<file path="src/rtl/acl_filter.sv">
// acl_filter: resynchronises the packed 3-axis accelerometer word and emits a
// per-axis boxcar average over the last 2**DEPTH_LOG2 samples at a fixed rate.
module acl_filter #(
    parameter int SAMPLE_DIV = 100000,
    parameter int DEPTH_LOG2 = 3
) (
    input  logic        CLK100MHZ,
    input  logic        reset,
    input  logic [14:0] acl_data,
    output logic [14:0] filt_data,
    output logic        filt_valid,
    output logic        primed,
    output logic [0:0]  dbg_state_o
);

    localparam int DEPTH = 1 << DEPTH_LOG2;
    localparam int CW    = $clog2(SAMPLE_DIV);
    localparam int SW    = 5 + DEPTH_LOG2;

    localparam logic [CW-1:0]         DIV_LAST = CW'(SAMPLE_DIV - 1);
    localparam logic [CW-1:0]         DIV_ONE  = CW'(1);
    localparam logic [DEPTH_LOG2-1:0] PTR_ONE  = DEPTH_LOG2'(1);
    localparam logic [DEPTH_LOG2-1:0] PTR_LAST = DEPTH_LOG2'(DEPTH - 1);

    localparam logic [0:0] ST_FILL = 1'b0;
    localparam logic [0:0] ST_RUN  = 1'b1;

    logic [14:0]           s1_q, s2_q, s3_q;
    logic [CW-1:0]         div_cnt_q, div_cnt_d;
    logic                  pending_q, pending_d;
    logic [DEPTH_LOG2-1:0] wr_ptr_q, wr_ptr_d;
    logic [DEPTH_LOG2-1:0] fill_cnt_q, fill_cnt_d;
    logic [0:0]            state_q, state_d;

    logic signed [4:0]     buf_q    [3][DEPTH];
    logic signed [SW-1:0]  sum_q    [3];
    logic signed [SW-1:0]  sum_d    [3];
    logic signed [SW-1:0]  avg_full [3];
    logic signed [4:0]     new_v    [3];
    logic signed [4:0]     old_v    [3];

    logic [14:0]           filt_data_q, filt_data_d;
    logic                  filt_valid_q;

    logic                  tick;
    logic                  stable;
    logic                  capture;

    // filt_valid is a one-cycle strobe with no backpressure: consumers must
    // take filt_data on the cycle it is high; filt_data then holds until the next strobe.
    always_comb begin
        tick      = (div_cnt_q == DIV_LAST);
        stable    = (s2_q == s3_q);
        capture   = (pending_q | tick) & stable;
        div_cnt_d = tick ? '0 : div_cnt_q + DIV_ONE;

        pending_d = pending_q;
        if (capture) begin
            pending_d = 1'b0;
        end else if (tick) begin
            pending_d = 1'b1;
        end

        wr_ptr_d = capture ? wr_ptr_q + PTR_ONE : wr_ptr_q;
    end

    // Axis a occupies bits [a*5 +: 5]: a=0 is Z, a=1 is Y, a=2 is X.
    always_comb begin
        filt_data_d = '0;
        for (int a = 0; a < 3; a++) begin
            new_v[a]    = s2_q[a*5 +: 5];
            old_v[a]    = buf_q[a][wr_ptr_q];
            sum_d[a]    = sum_q[a]
                        + $signed({{(SW-5){new_v[a][4]}}, new_v[a]})
                        - $signed({{(SW-5){old_v[a][4]}}, old_v[a]});
            avg_full[a] = sum_d[a] >>> DEPTH_LOG2;
            filt_data_d[a*5 +: 5] = avg_full[a][4:0];
        end
    end

    always_comb begin
        state_d    = state_q;
        fill_cnt_d = fill_cnt_q;
        if (capture && (state_q == ST_FILL)) begin
            if (fill_cnt_q == PTR_LAST) begin
                state_d = ST_RUN;
            end else begin
                fill_cnt_d = fill_cnt_q + PTR_ONE;
            end
        end
    end

    always_ff @(posedge CLK100MHZ or posedge reset) begin
        if (reset) begin
            s1_q         <= '0;
            s2_q         <= '0;
            s3_q         <= '0;
            div_cnt_q    <= '0;
            pending_q    <= 1'b0;
            wr_ptr_q     <= '0;
            fill_cnt_q   <= '0;
            state_q      <= ST_FILL;
            filt_data_q  <= '0;
            filt_valid_q <= 1'b0;
            for (int a = 0; a < 3; a++) begin
                sum_q[a] <= '0;
                for (int k = 0; k < DEPTH; k++) begin
                    buf_q[a][k] <= '0;
                end
            end
        end else begin
            s1_q         <= acl_data;
            s2_q         <= s1_q;
            s3_q         <= s2_q;
            div_cnt_q    <= div_cnt_d;
            pending_q    <= pending_d;
            wr_ptr_q     <= wr_ptr_d;
            fill_cnt_q   <= fill_cnt_d;
            state_q      <= state_d;
            filt_valid_q <= capture;
            if (capture) begin
                filt_data_q <= filt_data_d;
                for (int a = 0; a < 3; a++) begin
                    sum_q[a]              <= sum_d[a];
                    buf_q[a][wr_ptr_q]    <= new_v[a];
                end
            end
        end
    end

    assign filt_data   = filt_data_q;
    assign filt_valid  = filt_valid_q;
    assign primed      = (state_q == ST_RUN);
    assign dbg_state_o = state_q;

endmodule

</file>
<file path="config.mk">
export PLATFORM = sky130hd
export DESIGN_NAME = acl_filter
export DESIGN_NICKNAME = d
export VERILOG_FILES = /design/src/rtl/acl_filter.sv
export SDC_FILE = /design/constraint.sdc
export NUM_CORES = 1
export LEC_CHECK = 0
export BUFFER_PORTS_ARGS = -buffer_cell sky130_fd_sc_hd__buf_2
export CORE_UTILIZATION = 30
export CTS_BUF_LIST = sky130_fd_sc_hd__clkbuf_4
export CTS_CLUSTER_DIAMETER = 40
export DETAILED_ROUTE_END_ITERATION = 8
export GPL_TIMING_DRIVEN = 0
export HOLD_SLACK_MARGIN = 0.08
export PLACE_DENSITY = 0.47
export SETUP_SLACK_MARGIN = 0.02
export SYNTH_ARGS = -nofsm -noshare
export SYNTH_HDL_FRONTEND = slang
export SYNTH_SLANG_ARGS = --single-unit
export TNS_END_PERCENT = 20
</file>
<file path="constraint.sdc">
create_clock -name CLK100MHZ -period 8.45 [get_ports CLK100MHZ]
set_input_delay 1.69 -clock CLK100MHZ [delete_from_list [all_inputs] [get_ports CLK100MHZ]]
set_output_delay 1.69 -clock CLK100MHZ [all_outputs]
set_load 0.005 [all_outputs]
</file>
==> metrics.md, run 1 <==
| Metric | Value |
|---|---|
| Initial DRC count | 301 |
| Root Buffer | clkbuf_4 |
| Post-synth cell types | 52 |
| Synth Net Count | 846 |
| Flops & latches, synth | 215 |
| Met3 routed wirelength | 1.078 mm |
| Post-synthesis adder-cell area fraction | under 10% |
| Global-route wire length before repair | between 30 and 40 mm |
| DIE AREA | 36670 um^2 |
| Via density | 4.503 |
| Die X | roughly 190 um |
| Vias in the first global route | approximately 6700 |
| Antenna violations before repair | 1 |
| PwrDens | around 180 nW/um^2 |
| FF-to-FF Start | wr_ptr_q[2] |
| Seq. cell area | approximately 5400 um^2 |
| Max Clk Rate | 187.6 MHz |
| Largest family of logic cells by synthesized area | multiplexers |
| WHS Endpoint | s2_q[5] |
| Register area share after synthesis | 49.94% |
| Synth Warn # | 0 |
| Multi-input gate area | 4747 um^2 |
| Status | finished clean |
| Commonest cells after routing, fill and taps aside | 215 x dfrtp_1, 94 x clkbuf_4, 84 x inv_1, 72 x mux2_2, 40 x mux2_1 |
| R2R Setup Slk | 3120 ps |
| Lkg Pwr | roughly 6.1 nW |
| Max clock buf depth | 3 |
| DRT met1 WL | 11.96 mm |
| Reg power frac | a little under half |
| Final ANT Viol Nets | 0 |
| Final wirelength | around 24 mm |
| Filler instances | about 3500 |
| RSZ-0062 raised after global routing | no |
| Clk sinks | 215 |
| Main synth FF type | dfrtp_1 |
| Critical path cell sequence | buf_1 -> clkbuf_1 -> clkbuf_1 -> mux4_2 -> mux2i_1 -> inv_1 -> fa_1 -> inv_1 -> ha_1 -> nand3_1 -> o2111ai_1 -> a21oi_1 -> nor4b_1 -> xor2_1 |
| Post-Synth Simple-Gate Area | 6.678% |
| Post-Synth XOR/XNOR Area | 3.902% |
| Setup Fix Bufs, Post-CTS | 0 |
| GRT Resource Usage Total | 14.13% |
| IO buf count | 34 |
| Cells on worst reg2reg path | 14 |
| WP buf/inv | 5 |
| Final core occ | 34.93% |
| Synthesized area | 10770 um^2 |
| Routed vias | 6250 |
| Hold WC Path Type | register to register |
| IO Pins | 35 |
| # setup viols final | 0 |
| Max-Cap Viols | 0 |
| Hold Violations, Final | 0 |
| Fraction of registers with async set/reset | between 90% and 100% |
| Post-synthesis compound-gate area fraction | about 2.4% |
| Switch Pwr | 0.5439 mW |
| Synth-to-layout area growth | 15.04% |
| Most common cell after layout, fill and taps aside | dfrtp_1 |
| Worst r2r dst | sum_q[7] |
| Post-synth EDFFs | 0 |
| Slew Limit Fails | 0 |
| H-tree levels | 3 |
| Delay-heaviest family, CP | buffers and inverters |
| Post-synthesis mux area share | 23.55% |
| Critical Path Max Stage Delay | 680 ps |
| Worst path slowest cell | clkbuf_1 |
| Comb power frac | under 10% |
| Clock share of power | 46.9% |
| Wire length per cell | 17.27 um |
| Synthesized instance count | 777 |
| Hold path startpoint | s1_q[5] |
| Post-DP HPWL | 15.35 mm |
| Max Used Layer | met4 |
| CP Data Required Time | about 9100 ps |
| Routed wl met2 | 10.42 mm |
| Total CTS buffers | 68 |
| DR DRC count | 0 |
| Std-Cell Rows | 69 |
| Placed inst area | roughly 12000 um^2 |
| Rel. slew slack | 21.51% |
| Worst Path Arrival | 5940 ps |
| Hold buffers post-CTS | 0 |
| DIE HEIGHT | about 190 um |
| Layout Nets | between 900 and 1000 |
| Clk_lat worst skew | 680 ps |
| Nature of the critical path endpoint | register |
| CTS tree | yes |
| Period minus WS final | 5332 ps |
| Core area | about 35000 um^2 |
| Clock Skew | roughly 53 ps |
| Crit share post-route | 63.10% |
| Layout cells sized above 1 | 33.59% |
| Resize count post-CTS | 0 |
| Starting Density | between 30% and 40% |
| CP Launch Type | register |
| Hold depth | 0 |
| Clk pin slew, worst setup/hold paths | 70 ps |
| Fin area | 12390 um^2 |
| Switching share of power | about 25% |
| Crit path max fanout | 10 |
| Syn_area_per_cell | 13.86 um^2 |
| Worst VDD drop | approximately 0.11 mV |
| Pin count of the biggest net entering global routing | between 100 and 150 |
| DRT Pass-1 Iters | 4 |
| Kind of critical path | register to register |
| Cell Int Power | about 1.7 mW |
| RePlAce Congestion | 0.7552 |
| Worst-Margin Slew | 1177 ps |
| Gr ovfl total | 0 |
[cell families after synthesis]
logic type                 Yosys count
AOI/OAI and AO/OA                   38
xor gates and xnor gates            48
adders and majority gates           52
buffers and inverters              137
DFF                                215
muxes                              187
and+or+nand+nor                    100
[through the flow]
| stage | instances | setup WS (ps) | TNS [ps] | hold slack (ps) | power (mW) |
|---|---|---|---|---|---|
| detailed placement | 1273 | 2914 | 0 | 334.7 | 1.188 |
| CTS | 1387 | 2919 | 0 | 346.3 | 2.255 |
| floorplan | 777 | 880.7 | 0 | 331.2 | 1.150 |
| finish | 1388 | 3118 | 0 | 344.6 | 2.197 |
| global route | 1388 | 2671 | 0 | 351.4 | 2.326 |
| global placement | 1272 | -2231 | -471890 | 333.1 | 1.187 |
[cell type report]
class / count / share of cell area (%)
flip-flops and latches: 215 / 43.41
multi-input cells: 425 / 38.30
clock buffers: 94 / 5.694
well taps: 461 / 4.654
plain buffers: 52 / 2.635
inverters: 85 / 2.635
repair buffers: 35 / 1.595
clock inverters: 20 / 1.050
diodes: 1 / 0.02019
[power by group through the flow]
stage                     sequential (mW)  combinational, mW  clock, mW
after global routing                 1.05              0.140       1.14
final                                1.05              0.121       1.03
after CTS                            1.05              0.124       1.09
after floorplan                      1.06             0.0872          0
after global placement               1.07              0.121          0
after detailed placement             1.06              0.123          0
[state kept, by name, summed over array words and instances (netlist names)]
| signal | count |
|---|---|
| filt_valid | 1 |
| filt_data | 6 |
| dbg_state_o | 1 |
| fill_cnt_q | 3 |
| wr_ptr_q | 3 |
| sum_q | 18 |
| buf_q | 120 |
| div_cnt_q | 17 |
| s2_q | 15 |
| s3_q | 15 |
| s1_q | 15 |
| pending_q | 1 |
[synth_stat cells (all sizes together) (3+ instances only)]
| library cell | instances | area share, % |
|---|---|---|
| o21a | 4 | 0.28 |
| mux2i | 15 | 1.4 |
| buf | 31 | 2.3 |
| nor2 | 22 | 0.86 |
| o211ai | 5 | 0.35 |
| ha | 31 | 3.6 |
| xor2 | 33 | 2.7 |
| nor3 | 12 | 0.66 |
| mux2 | 142 | 16 |
| xnor2 | 15 | 1.2 |
| clkbuf | 21 | 0.73 |
| fa | 21 | 3.9 |
| o2111ai | 3 | 0.24 |
| nand4 | 5 | 0.35 |
| mux4 | 30 | 6.3 |
| nand2b | 3 | 0.17 |
| o21ai | 6 | 0.28 |
| inv | 85 | 3.0 |
| dfrtp | 215 | 50 |
| nand2 | 8 | 0.28 |
| nand3 | 15 | 0.70 |
| nor4 | 8 | 1.2 |
| nor2b | 6 | 0.35 |
| nor4b | 8 | 1.2 |
| a21oi | 9 | 0.42 |
| o21bai | 3 | 0.21 |
[worst register-to-register path: stages, from the launching register on]
cell,delay (ps)
dfrtp_1,380
buf_1,670
clkbuf_1,640
clkbuf_1,680
mux4_2,410
mux2i_1,290
inv_1,180
fa_1,530
inv_1,50
ha_1,340
nand3_1,110
o2111ai_1,300
a21oi_1,110
nor4b_1,400
xor2_1,180
[worst max-delay path by stage]
stage	startpoint	end	slack [ps]	cells after the start
floorplan	reset	buf_q[0]	880	1
global placement	reset	s1_q[7]	-2230	2
detailed placement	wr_ptr_q[2]	sum_q[7]	2910	14
CTS	wr_ptr_q[2]	sum_q[7]	2920	14
global route	wr_ptr_q[2]	filt_data[4]	2670	14
finish	wr_ptr_q[2]	sum_q[7]	3120	14
[per-layer routing]
metal / global-route usage (%) / vias up
met4: 5.189 / 0
met1: 20.17 / 3159
met3: 3.488 / 47
li1: - / 2931
met2: 20.57 / 113
met5: 0 / -
Note: power is estimated with default switching activity, not from simulation.
==> run 2: changes to the inputs <==
PLACE_DENSITY = 0.49   (was 0.47)
clock period = 4.9 ns   (was 8.45 ns; I/O delays follow)
==> metrics.md, run 2 (synthesized netlist as in run 1, its figures left out) <==
| Metric | Value |
|---|---|
| Total power | 3.692 mW (+68%) |
| H-tree levels | 2 (-1) |
| DIE HEIGHT | 191.5 um (unchanged) |
| Layout cells sized above 1 | 34.56% (+0.98 points) |
| Biggest registers after layout | buf_q: 120 flops, sum_q: 18 flops, div_cnt_q: 17 flops |
| Std-Cell Rows | 69 (unchanged) |
| Pin count of the biggest net entering global routing | 41 (-65%) |
| DRT Pass-1 Iters | 4 (unchanged) |
| Most common cell after layout, fill and taps aside | dfrtp_1 |
| Via density | 4.477 (-0.57%) |
| PwrDens | 296.5 nW/um^2 (+67%) |
| Crit path max fanout | 10 (unchanged) |
| Max FFs per register | 120 (unchanged) |
| Worst Path Arrival | 5100 ps (-840 ps) |
| IO buf count | 34 (unchanged) |
| Hold Slack | 288.4 ps (-56.28 ps) |
| Non-filler cells, final | 1385 (-0.22%) |
| Period minus WS final | 4528 ps (-803.8 ps) |
| Clock share of power | 45.3% (-1.6 points) |
| Nature of the critical path endpoint | register |
| Switch Pwr | 0.9067 mW (+67%) |
| Worst path slowest cell | clkdlybuf4s18_2 |
| Max Used Layer | met4 |
| Crit share post-route | 92.41% (+29 points) |
| Slew Limit Fails | 0 (unchanged) |
| Max clock buf depth | 3 (unchanged) |
| Cells after DPL | 1278 (+0.39%) |
| Status | finished clean |
| GRT Resource Usage Total | 13.91% (-0.23 points) |
| Final wirelength | 23.66 mm (-1.3%) |
| CP Launch Type | register |
| Reg power frac | 48.8% (+1.2 points) |
| DRT met1 WL | 11.27 mm (-5.7%) |
| Clk sinks | 215 (unchanged) |
| Seq. cell area | 5380 um^2 (unchanged) |
| Max Clk Rate | 220.9 MHz (+18%) |
| Filler instances | 3468 (+0.029%) |
| Critical path cell sequence | clkbuf_2 -> clkdlybuf4s18_2 -> mux4_2 -> mux2_2 -> fa_1 -> inv_1 -> ha_1 -> a21oi_1 -> o2111ai_1 -> nand3_1 -> nor4b_1 -> xor2_1 |
| Vias in the first global route | 6782 (+1.2%) |
| Critical Path Max Stage Delay | 590 ps (-90 ps) |
| Clk_lat worst skew | 710 ps (+30 ps) |
| WP buf/inv | 3 (-2) |
| Post-DP HPWL | 15.74 mm (+2.6%) |
| Setup TNS | 0 ps (unchanged) |
| Max-Cap Viols | 0 (unchanged) |
| Gr ovfl total | 0 (unchanged) |
| Core area | 35480 um^2 (unchanged) |
| Routed wl met2 | 10.83 mm (+4.0%) |
| Multi-input gate area | 4747 um^2 (unchanged) |
| DIE AREA | 36670 um^2 (unchanged) |
| Global-route wire length before repair | 38.62 mm (-0.71%) |
| Comb power frac | 5.9% (+0.4 points) |
| Dpl ws | -597.8 ps (-3512 ps) |
| Synth-to-layout area growth | 15.60% |
| Final worst setup slack | 372.1 ps (-2746 ps) |
| Met3 routed wirelength | 1.060 mm (-1.7%) |
| Kind of critical path | register to register |
| Fin area | 12450 um^2 (+0.48%) |
| R2R Setup Slk | 370 ps (-2750 ps) |
| Hold WC Path Type | input pin to asynchronous set/reset pin |
| Clk pin slew, worst setup/hold paths | 70 ps (about the same) |
| Clock Skew | 30.73 ps (-22.34 ps) |
| Layout Nets | 947 (-0.42%) |
| Cell Int Power | 2.786 mW (+68%) |
| Die X | 191.5 um (unchanged) |
| Hold Violations, Final | 0 (unchanged) |
| Commonest cells after routing, fill and taps aside | 215 x dfrtp_1, 95 x clkbuf_4, 84 x inv_1, 72 x mux2_2, 40 x mux2_1 |
| Total CTS buffers | 59 (-13%) |
| Final ANT Viol Nets | 0 (unchanged) |
| Routed vias | 6201 (-0.78%) |
| Wire length per cell | 17.08 um (-1.1%) |
| Final core occ | 35.10% (+0.17 points) |
| CP Data Required Time | 5470 ps (-3590 ps) |
| Worst VDD drop | 0.1294 mV (+20%) |
| Largest reg by FF count | buf_q |
| Worst-Margin Slew | 1078 ps (-99.37 ps) |
| RePlAce Congestion | 0.7628 (+1.0%) |
| DR DRC count | 0 (unchanged) |
| Rel. slew slack | 27.47% (+6.0 points) |
| Delay-heaviest family, CP | buffers and inverters |
| Lkg Pwr | 6.088 nW (+0.47%) |
| CTS tree | yes |
| Starting Density | 30.36% (unchanged) |
| RSZ-0062 raised after global routing | no |
| Root Buffer | clkbuf_4 |
| Placed inst area | 11640 um^2 (+0.77%) |
| Switching share of power | 24.56% (-0.19 points) |
| IO Pins | 35 (unchanged) |
| # setup viols final | 0 (unchanged) |
| Initial DRC count | 273 (-9.3%) |
| Antenna violations before repair | 1 (unchanged) |
[run 2: final timing paths]
| kind | startpoint | cells after the start | end |
|---|---|---|---|
| worst max register to register | wr_ptr_q[0] | 12 | filt_data[4] |
| worst max-delay path | wr_ptr_q[0] | 12 | filt_data[4] |
| worst min-delay path | reset | 2 | filt_valid |
| max in group asynchronous | reset | 4 | div_cnt_q[5] |
| worst min register to register | s1_q[6] | 0 | s2_q[6] |
| min in group CLK100MHZ | s1_q[6] | 0 | s2_q[6] |
[run 2: worst register-to-register path: stages (launching register included)]
cell and delay [ps]:
dfrtp_1 530, clkbuf_2 350, clkdlybuf4s18_2 590, mux4_2 590
mux2_2 290, fa_1 530, inv_1 60, ha_1 280
a21oi_1 330, o2111ai_1 250, nand3_1 110, nor4b_1 360
xor2_1 110
[run 2: timing repair]
action,CTS,global route
setup buffers,0,0
hold buffers,0,0
endpoints found under the setup margin,10,4
resized for setup,8,7
[run 2: power groups by stage]
stage                     combinational, mW  clock (mW)  sequential [mW]
after global placement                0.209           0             1.84
after floorplan                       0.151           0             1.83
after CTS                             0.223        1.76             1.80
after global routing                  0.249        1.84             1.80
after detailed placement              0.221           0             1.84
final                                 0.216        1.67             1.80
[run 2: layer usage]
layer  vias up  GRT usage [%]
li1       2916              -
met1      3133          19.42
met2       104          21.39
met3        48          2.919
met4         0          4.548
met5         -              0
[run 2: area by class of cell]
class | instances | area share [%]
clock buffer | 94 | 5.667
timing repair buffer | 40 | 2.331
tap | 461 | 4.632
antenna | 1 | 0.02009
inverter | 85 | 2.592
sequential | 215 | 43.20
multi-input combinational | 425 | 38.12
buffer | 52 | 2.853
clock inverter | 12 | 0.5827
==> run 3: changes to the inputs <==
BUFFER_PORTS_ARGS = -buffer_cell sky130_fd_sc_hd__buf_4   (was -buffer_cell sky130_fd_sc_hd__buf_2)
==> metrics.md, run 3 (synthesized netlist as in run 1, its figures left out) <==
| Metric | Value |
|---|---|
| # setup viols final | 0 (unchanged) |
| DRT Pass-1 Iters | 4 (unchanged) |
| RSZ-0062 raised after global routing | no |
| Gr ovfl total | 0 (unchanged) |
| CP Data Required Time | 5500 ps (+30 ps) |
| Cells on worst reg2reg path | 13 (+1) |
| Setup Fix Bufs, Post-CTS | 0 (unchanged) |
| Vias in the first global route | 6661 (-1.8%) |
| Largest reg by FF count | buf_q |
| Starting Density | 30.36% (unchanged) |
| Layout Nets | 955 (+0.84%) |
| Biggest registers after layout | buf_q: 120 flops, sum_q: 18 flops, div_cnt_q: 17 flops |
| Root Buffer | clkbuf_4 |
| Status | finished clean |
| Final ANT Viol Nets | 0 (unchanged) |
| H-tree levels | 3 (+1) |
| Via density | 4.492 (+0.34%) |
| Worst path slowest cell | clkdlybuf4s18_2 |
| Most common cell after layout, fill and taps aside | dfrtp_1 |
| Cells after DPL | 1279 (+0.078%) |
| Hold WC Path Type | input pin to asynchronous set/reset pin |
| Non-filler cells, final | 1397 (+0.87%) |
| Final wirelength | 23.95 mm (+1.2%) |
| IO buf count | 34 (unchanged) |
| Commonest cells after routing, fill and taps aside | 215 x dfrtp_1, 92 x clkbuf_4, 84 x inv_1, 72 x mux2_2, 51 x buf_4 |
| Slew Limit Fails | 0 (unchanged) |
| Kind of critical path | register to register |
| Global-route wire length before repair | 38.81 mm (+0.48%) |
| Lkg Pwr | 6.150 nW (+1.0%) |
| Crit path max fanout | 10 (unchanged) |
| Post-DP HPWL | 15.93 mm (+1.2%) |
| Clock Skew | 46.36 ps (+15.63 ps) |
| Antenna violations before repair | 3 (+2) |
| Wire length per cell | 17.14 um (+0.36%) |
| Setup TNS | 0 ps (unchanged) |
| Std-Cell Rows | 69 (unchanged) |
| Die X | 191.5 um (unchanged) |
| Core area | 35480 um^2 (unchanged) |
| Total CTS buffers | 66 (+12%) |
| CTS tree | yes |
| DR DRC count | 0 (unchanged) |
| GRT Resource Usage Total | 14.06% (+0.15 points) |
| Worst-Margin Slew | 931.4 ps (-146.6 ps) |
| Crit path from | wr_ptr_q[0] |
| Max FFs per register | 120 (unchanged) |
| Layout cells sized above 1 | 34.62% (+0.058 points) |
| WP buf/inv | 4 (+1) |
| Worst path depth | 13 (+1) |
| Nature of the critical path endpoint | register |
| Max clock buf depth | 3 (unchanged) |
| Synth-to-layout area growth | 17.29% |
| Clk sinks | 215 (unchanged) |
| Crit share post-route | 91.53% (-0.88 points) |
| Max Clk Rate | 223.0 MHz (+0.96%) |
| Hold buffers post-CTS | 0 (unchanged) |
| FF-to-FF Start | wr_ptr_q[0] |
| RePlAce Congestion | 0.7571 (-0.75%) |
| Filler instances | 3471 (+0.087%) |
| Max-Cap Viols | 0 (unchanged) |
| Rel. slew slack | 37.33% (+9.9 points) |
| Clk_lat worst skew | 690 ps (-20 ps) |
| DIE AREA | 36670 um^2 (unchanged) |
| Clk pin slew, worst setup/hold paths | 70 ps (about the same) |
| IO Pins | 35 (unchanged) |
| Critical Path Max Stage Delay | 550 ps (-40 ps) |
| Critical path cell sequence | clkbuf_2 -> clkdlybuf4s18_2 -> mux4_2 -> mux2i_1 -> inv_1 -> fa_1 -> inv_1 -> ha_1 -> nand3_1 -> o2111ai_1 -> a21oi_1 -> nor4b_1 -> xor2_1 |
| CP Launch Type | register |
| Period minus WS final | 4485 ps (-42.88 ps) |
| Worst VDD drop | 0.1460 mV (+13%) |
| Pin count of the biggest net entering global routing | 39 (-4.9%) |
| Worst Path Arrival | 5080 ps (-20 ps) |
| PwrDens | 303.4 nW/um^2 (+2.3%) |
| Delay-heaviest family, CP | buffers and inverters |
| Hold Violations, Final | 0 (unchanged) |
| Routed vias | 6276 (+1.2%) |
| Initial DRC count | 247 (-9.5%) |
| CP most frequent cell | inv_1 |
| DIE HEIGHT | 191.5 um (unchanged) |
## run 3: cell type report
| type | count | area, um^2 | share of cell area [%] |
|---|---|---|---|
| sequential | 215 | 5380 | 42.58 |
| multi-input combinational | 425 | 4747 | 37.57 |
| clock buffer | 90 | 675.6 | 5.347 |
| tap | 461 | 576.8 | 4.565 |
| timing repair buffer | 41 | 395.4 | 3.129 |
| buffer | 52 | 352.8 | 2.792 |
| inverter | 85 | 322.8 | 2.555 |
| clock inverter | 25 | 177.7 | 1.406 |
| antenna | 3 | 7.507 | 0.05941 |
## run 3: power by group
group          switching, mW  internal [mW]  leakage, nW
clock network          0.799           1.01        0.506
registers            0.00888           1.79         2.89
logic                  0.138         0.0838         2.76
total                  0.946           2.89         6.15
## run 3: final timing paths
check / to / slack (ps)
min in group CLK100MHZ: s2_q[11] / 340
max in group asynchronous: buf_q[47] / 3710
hold / removal: s1_q[14] / 250
hold reg to reg: s2_q[11] / 340
setup reg to reg: sum_q[7] / 410
setup / recovery: sum_q[7] / 410
## run 3: worst register-to-register path: stages, from the launching register on
cell and delay [ps]:
dfrtp_1 510, clkbuf_2 340, clkdlybuf4s18_2 550, mux4_2 550
mux2i_1 290, inv_1 180, fa_1 530, inv_1 50
ha_1 350, nand3_1 110, o2111ai_1 280, a21oi_1 100
nor4b_1 380, xor2_1 170
## run 3: what timing repair did
item / in CTS / in global routing
gates resized for setup: 10 / 13
setup endpoints to repair: 10 / 4
endpoints found under the hold margin: 0 / 0
## run 3: layer usage
layer  GRT usage, %  vias up  wire [um]
met4          5.311        2        541
met5              0        -         13
li1               -     2933          -
met1          20.20     3162      11770
met3          3.249       51       1233
met2          20.37      128      10390
## run 3: per-stage QoR
stage	cell area [um^2]	util (%)	total power [mW]	setup slack, ps	hold slack [ps]
after floorplan	10780	-	1.984	744.3	331.2
after global placement	11610	32.72	2.049	-555.2	334.2
after detailed placement	11750	33.11	2.062	-632.0	334.7
after CTS	12630	35.61	3.924	90.29	203.1
after global routing	12640	35.61	4.046	90.50	215.3
final	12640	35.61	3.834	414.9	248.7
